## src/rtl/conv1_win_ctrl.sv

```systemverilog
// ============================================================================
// Module   : conv1_win_ctrl
// Brief    : Raster pixel sequencer for the 5x5 first-stage convolution window.
//            Optional stall counter enabled by CONV1_WIN_CTRL_STALL_CNT_EN.
// Revision : 1.0
// ============================================================================
`default_nettype none

module conv1_win_ctrl #(
    parameter int IMG_W = 28,
    parameter int IMG_H = 28,
    parameter int K     = 5,
    parameter int CW    = 5
) (
    input  logic          clk,
    input  logic          rst_n,
    input  logic          start,
    input  logic          pix_valid,
    output logic          pix_ready,
    output logic          buf_shift_en,
    output logic          win_valid,
    input  logic          win_ready,
    output logic [CW-1:0] out_row,
    output logic [CW-1:0] out_col,
    output logic          busy,
`ifdef CONV1_WIN_CTRL_STALL_CNT_EN
    output logic [15:0]   stall_cnt,
`endif
    output logic          frame_done
);

    localparam logic [1:0] c_st_idle  = 2'd0;
    localparam logic [1:0] c_st_run   = 2'd1;
    localparam logic [1:0] c_st_drain = 2'd2;

    localparam logic [CW-1:0] c_km1      = CW'(K - 1);
    localparam logic [CW-1:0] c_col_last = CW'(IMG_W - 1);
    localparam logic [CW-1:0] c_row_last = CW'(IMG_H - 1);

    logic [1:0]    state_q, state_d;
    logic [CW-1:0] row_q, row_d;
    logic [CW-1:0] col_q, col_d;
    logic          win_valid_q, win_valid_d;
    logic [CW-1:0] out_row_q, out_row_d;
    logic [CW-1:0] out_col_q, out_col_d;
    logic          frame_done_q, frame_done_d;

    logic w_accept;
    logic w_last_pix;
    logic w_win_hit;

    // A held window may be consumed in the same cycle a new pixel is accepted.
    assign pix_ready    = (state_q == c_st_run) & (~win_valid_q | win_ready);
    assign w_accept     = pix_valid & pix_ready;
    assign buf_shift_en = w_accept;
    assign w_last_pix   = (row_q == c_row_last) & (col_q == c_col_last);
    assign w_win_hit    = (row_q >= c_km1) & (col_q >= c_km1);

    always_comb begin
        state_d      = state_q;
        row_d        = row_q;
        col_d        = col_q;
        win_valid_d  = win_valid_q;
        out_row_d    = out_row_q;
        out_col_d    = out_col_q;
        frame_done_d = 1'b0;

        case (state_q)
            c_st_idle: begin
                if (start) begin
                    state_d = c_st_run;
                    row_d   = '0;
                    col_d   = '0;
                end
            end
            c_st_run: begin
                if (w_accept && w_last_pix) begin
                    state_d = c_st_drain;
                end
            end
            c_st_drain: begin
                if (win_valid_q && win_ready) begin
                    state_d      = c_st_idle;
                    frame_done_d = 1'b1;
                end
            end
            default: state_d = c_st_idle;
        endcase

        if (w_accept) begin
            if (col_q == c_col_last) begin
                col_d = '0;
                row_d = (row_q == c_row_last) ? '0 : row_q + CW'(1);
            end else begin
                col_d = col_q + CW'(1);
            end
        end

        // The window for a pixel is complete once its bottom-right tap arrives.
        if (w_accept && w_win_hit) begin
            win_valid_d = 1'b1;
            out_row_d   = row_q - c_km1;
            out_col_d   = col_q - c_km1;
        end else if (win_ready) begin
            win_valid_d = 1'b0;
        end
    end

    always_ff @(posedge clk) begin
        if (!rst_n) begin
            state_q      <= c_st_idle;
            row_q        <= '0;
            col_q        <= '0;
            win_valid_q  <= 1'b0;
            out_row_q    <= '0;
            out_col_q    <= '0;
            frame_done_q <= 1'b0;
        end else begin
            state_q      <= state_d;
            row_q        <= row_d;
            col_q        <= col_d;
            win_valid_q  <= win_valid_d;
            out_row_q    <= out_row_d;
            out_col_q    <= out_col_d;
            frame_done_q <= frame_done_d;
        end
    end

    assign win_valid  = win_valid_q;
    assign out_row    = out_row_q;
    assign out_col    = out_col_q;
    assign frame_done = frame_done_q;
    assign busy       = (state_q == c_st_run) | (state_q == c_st_drain);

`ifdef CONV1_WIN_CTRL_STALL_CNT_EN
    logic [15:0] stall_cnt_q, stall_cnt_d;

    always_comb begin
        stall_cnt_d = stall_cnt_q;
        if ((state_q == c_st_idle) && start) begin
            stall_cnt_d = '0;
        end else if (win_valid_q && !win_ready && (stall_cnt_q != 16'hFFFF)) begin
            stall_cnt_d = stall_cnt_q + 16'd1;
        end
    end

    always_ff @(posedge clk) begin
        if (!rst_n) begin
            stall_cnt_q <= '0;
        end else begin
            stall_cnt_q <= stall_cnt_d;
        end
    end

    assign stall_cnt = stall_cnt_q;
`endif

endmodule

`default_nettype wire
```

## config.mk

```make
export PLATFORM = sky130hd
export DESIGN_NAME = conv1_win_ctrl
export DESIGN_NICKNAME = d
export VERILOG_FILES = /design/src/rtl/conv1_win_ctrl.sv
export SDC_FILE = /design/constraint.sdc
export NUM_CORES = 1
export LEC_CHECK = 0
export ABC_CLOCK_PERIOD_IN_PS = 1850
export CAP_MARGIN = 30
export CORE_ASPECT_RATIO = 0.75
export CORE_MARGIN = 2
export CORE_UTILIZATION = 48
export CTS_BUF_LIST = sky130_fd_sc_hd__clkbuf_16
export CTS_CLUSTER_DIAMETER = 200
export CTS_CLUSTER_SIZE = 14
export DETAILED_ROUTE_END_ITERATION = 16
export GPL_TIMING_DRIVEN = 0
export HOLD_SLACK_MARGIN = 0.03
export PLACE_DENSITY_LB_ADDON = 0.1
export SYNTH_ARGS = -nofsm -noshare
export SYNTH_HDL_FRONTEND = slang
export SYNTH_SLANG_ARGS = --single-unit
```

## constraint.sdc

```tcl
create_clock -name clk -period 1.85 [get_ports clk]
set_clock_uncertainty 0.2 [all_clocks]
set_input_delay 0.555 -clock clk [delete_from_list [all_inputs] [get_ports clk]]
set_output_delay 0.555 -clock clk [all_outputs]
set_load 0.03 [all_outputs]
```

Word-level counts from Yosys, hierarchy flattened
Cells that the tools add are included. W data, S select, Z words.

Bits in latches: 0. Memories kept: 0. Register bits after elaboration: 24. Memory bits (read-only): 0. RAM bits: 0. Input bits: 5. Word-level logic and storage cells: 53.

Multipliers: 0. Add/subtract/negate cells: 4. Bitwise logic cells: 7. Multiplexer cells: 16. Reductions and logical operators: 10. $lt $le $gt $ge: 2. Shift operators: 0. Div/mod/pow operators: 0. Equal/unequal tests: 7.

Operators with widths (count): $mux W5 (9); $add A5 B1 Y5 const B (2); $eq A5 B5 Y1 const B (2); $ge A5 B3 Y1 const B (2); $sub A5 B3 Y5 const B (2); $mux W2 (3); $pmux W2 S3 (1); $reduce_bool A2 Y1 (3); $and A1 B1 Y1 (4); $ne A2 B2 Y1 const B (2); $reduce_and A2 Y1 (2); $logic_and A1 B1 Y1 (3); $mux W1 (3); $reduce_and A3 Y1 (1); $eq A2 B1 Y1 const B (1); $eq A2 B2 Y1 const B (1); $logic_not A2 Y1 (1); $ne A2 B1 Y1 const B (1); $or A1 B1 Y1 (2); $not A1 Y1 (1).

Depth between registers and ports, before layout
Word-level depth: 7. Gate-level depth with buffers: 7.

Worst setup path before layout
Ideal clock, no wire load.

Kind: flip-flop to flip-flop. Start point: register row_q[3]. End point: register out_col_q[2], in the netlist out_col[2]. Stages on the path, launching flop included: 8. Arrival time: 1.688 ns. Period minus slack after synthesis: 2.005 ns. Setup slack: -0.155 ns. Path buffers: 1. Path through: dfxtp_1 > inv_1 > ha_1 > a2111oi_4 > nor3_4 > and2_1 > buf_4 > o211a_1.

Longest elaborated chain between the ends: 3.

RTL lines: start, declared (RTL line 41) `logic [CW-1:0] row_q, row_d;`; start signal, assigned (RTL line 120) `row_q <= row_d;`; $ge A5 B3 Y1 (RTL line 57) `assign w_win_hit = (row_q >= c_km1) & (col_q >= c_km1);`; $and A1 B1 Y1 (RTL line 57); $logic_and A1 B1 Y1 (RTL line 100) `if (w_accept && w_win_hit) begin`; end signal, assigned (RTL line 124) `out_col_q <= out_col_d;`; end, declared (RTL line 45) `logic [CW-1:0] out_col_q, out_col_d;`.

No other way between the ends. A chain may end at the register's enable or synchronous reset.

Worst setup path in the final report
Start point: register state_q[1]. End point: output port buf_shift_en.

Longest elaborated chain between the ends: 3.

RTL lines: start, declared (RTL line 40) `logic [1:0] state_q, state_d;`; start signal, assigned (RTL line 111) `state_q <= c_st_idle;`; start signal, assigned (RTL line 119) `state_q <= state_d;`; $eq A2 B1 Y1 (RTL line 53) `assign pix_ready = (state_q == c_st_run) & (~win_valid_q | win_ready);`; $and A1 B1 Y1 (RTL line 53); $and A1 B1 Y1 (RTL line 54) `assign w_accept = pix_valid & pix_ready;`; end, declared (RTL line 20) `output logic buf_shift_en,`.

No other way between the ends.

==> results_dict.tcl <==
set metrics [dict create \
    drtPass1Iterations 4 \
    route.detailed.drc 0 \
    power_leakage_uw 0.000899 \
    via_per_inst 5.35 \
    wl_per_cell_um 15.0 \
    synth_area_per_cell_sq_um 9.34 \
    antenna_found_initial 0 \
    layout_common_cells "nand2_1, dfxtp_1, dlygate4sd2_1, buf_4, ha_1" \
    synth_area_sq_mm 0.00139 \
    yosysWarnings 0 \
    antenna_left 0 \
    max-slew-margin-rel 0.680 \
    fin_area_sq_mm 0.00201 \
    postSynthCellCount 149 \
    hold_slack_ps 264 \
    path_clk_slew_ps 60 \
    fmax_ghz 0.523 \
    layout_min_cycle_time_ps 1910 \
    port-buffer-count 19 \
    hold_path.class "reg -> reg" \
    initial_core_util 0.519 \
    dp_slack_ps -1040 \
    drive_gt1_frac 0.349 \
    ios 20 \
    gp_congestion 0.802 \
    diodes 0 \
    grt_overflow 0 \
    cts_tree "yes" \
    slew_violations 0 \
    worst_slack_ps -60.3 \
    syn_nets 170 \
    instances_no_fill 222 \
    synth_async_sr_flop_share 0 \
    synth_cell_types 42 \
    vdd_drop_max_mv 0.513 \
    max_slew.worst_pin.slew_ps 479 \
    seq_area_frac_synth 0.345 \
    ys_ff_latch 24 \
    drt_iter0_drc 96 \
    fp.dieH_um 50.6 \
    area_growth_pct 44.7 \
    synthFlopType "dfxtp_1" \
    required_ps 1090 \
    dpl.hpwl_um 2180 \
    violations "negative setup slack" \
    fp.dieArea_sq_mm 0.00335 \
    hold_buffers 0 \
    power_density_mw_per_mm2 751 \
    clkLatencyLatePin_ps 250 \
    fillers 195 \
    start_kind "flip-flop" \
    clockBufferDepth 2 \
    grt_pass1_wl_um 5580 \
    cts_sinks 24 \
    rsz0062_at_grt "yes" \
    status "finished with violations" \
    final_nets 208 \
    finalSetupViolCount 4 \
    grt_usage 0.219 \
    finalHoldViolCount 0 \
    critPathMaxFanout 6 \
    grt_pass1_vias 1168 \
    htree_levels 1 \
    die_w_um 66.2 \
    max_cap_viol_count 0 \
    routed_wl_um 3340 \
    final_common_cell "nand2_1" \
    grt_max_degree 14 \
    vias 1188 \
    synth_edf_count 0 \
    core_sq_mm 0.00268 \
    rows 16 \
    finalCritPeriodShare 1.03 \
    cts_buffers 3 \
    cts-root-buf "clkbuf_16" \
    end_kind "output port" \
    postPlaceCellArea_sq_mm 0.00165 \
    crit_type "reg -> out" \
    placed_cells 204 \
    fin_setup_tns_ps -178 \
    cp.arrival_ps 1160 \
]
power by group:
group / total, uW / switching, uW / internal (uW)
Sequential: 555 / 24.8 / 530
Clock: 460 / 172 / 288
Combinational: 497 / 271 / 226
critical path, cell delays in order (launching register included):
cell and delay [ps]:
dfxtp_2 340, inv_4 80, ha_4 180, nand2_8 80
nor2_4 90, buf_6 130
path summary, 6_finish.rpt:
path	endpoint	cells past startpoint	start	slack, ps
worst min register to register	out_row[0]	2	out_row[0]	260
worst min-delay path	out_row[0]	2	out_row[0]	260
worst max-delay path	buf_shift_en	5	state_q[1]	-60
worst max register to register	out_row[4]	5	col_q[2]	30
through the flow:
step / utilization / power (uW)
floorplan: - / 801
global placement: 0.615 / 893
detailed placement: 0.615 / 904
CTS: 0.682 / 1450
global route: 0.750 / 1590
finish: 0.750 / 1510
final cells by class:
| cell class | instances | area (sq um) | share of cell area |
|---|---|---|---|
| buffer | 4 | 25.0 | 0.0124 |
| clock buffer | 3 | 75.1 | 0.0373 |
| clock inverter | 1 | 3.75 | 0.00186 |
| inverter | 11 | 48.8 | 0.0242 |
| multi-input combinational | 109 | 1000 | 0.498 |
| sequential | 24 | 507 | 0.252 |
| tap | 36 | 45.0 | 0.0224 |
| timing repair buffer | 34 | 307 | 0.152 |
what timing repair did:
item | CTS | global route
endpoints found under the setup margin | 39 | 17
gates resized for setup | 61 | 27
buffers inserted | 8 | 7
pin swaps | 7 | 8
flip-flops by register name, indices dropped and copies added (netlist names):
| register | count |
|---|---|
| col_q | 5 |
| out_col | 5 |
| out_row | 5 |
| row_q | 5 |
| state_q | 2 |
| frame_done | 1 |
| win_valid | 1 |
synthesized netlist by cell type (2+ instances only):
cell       n  area (sq um)
dfxtp_1   24           480
nand2_1   20          75.1
ha_1      16           200
inv_1     11          41.3
nand3_1    8          40.0
mux2i_1    6          60.1
o211a_1    6          60.1
nor2_1     5          18.8
a21oi_1    3          15.0
and2_1     3          18.8
and3_1     3          18.8
clkbuf_1   3          11.3
nor2b_1    3          18.8
o21ai_0    3          15.0
a21boi_1   2          15.0
nor3b_1    2          15.0
o21a_1     2          15.0
o21ai_1    2          10.0
o221a_1    2          22.5
or3_1      2          12.5
xnor2_1    2          17.5
routing by layer:
metal / track usage / wire, um / up-vias
li1: - / - / 603
met1: 0.296 / 1670 / 547
met2: 0.350 / 1500 / 34
met3: 0.0561 / 133 / 4
met4: 0.0544 / 35 / 0
met5: 0 / 0 / -
kinds of logic after synthesis:
logic type	count (synthesis)	synth area share
buffers and inverters	16	0.0468
adder cells (fa/ha/maj)	16	0.144
multiplexers	6	0.0432
AO/OA/AOI/OAI	30	0.183
flip-flops	24	0.345
XOR/XNOR	2	0.0126
AND/OR/NAND/NOR	55	0.226
No activity file was read; power rests on OpenSTA's default activity.
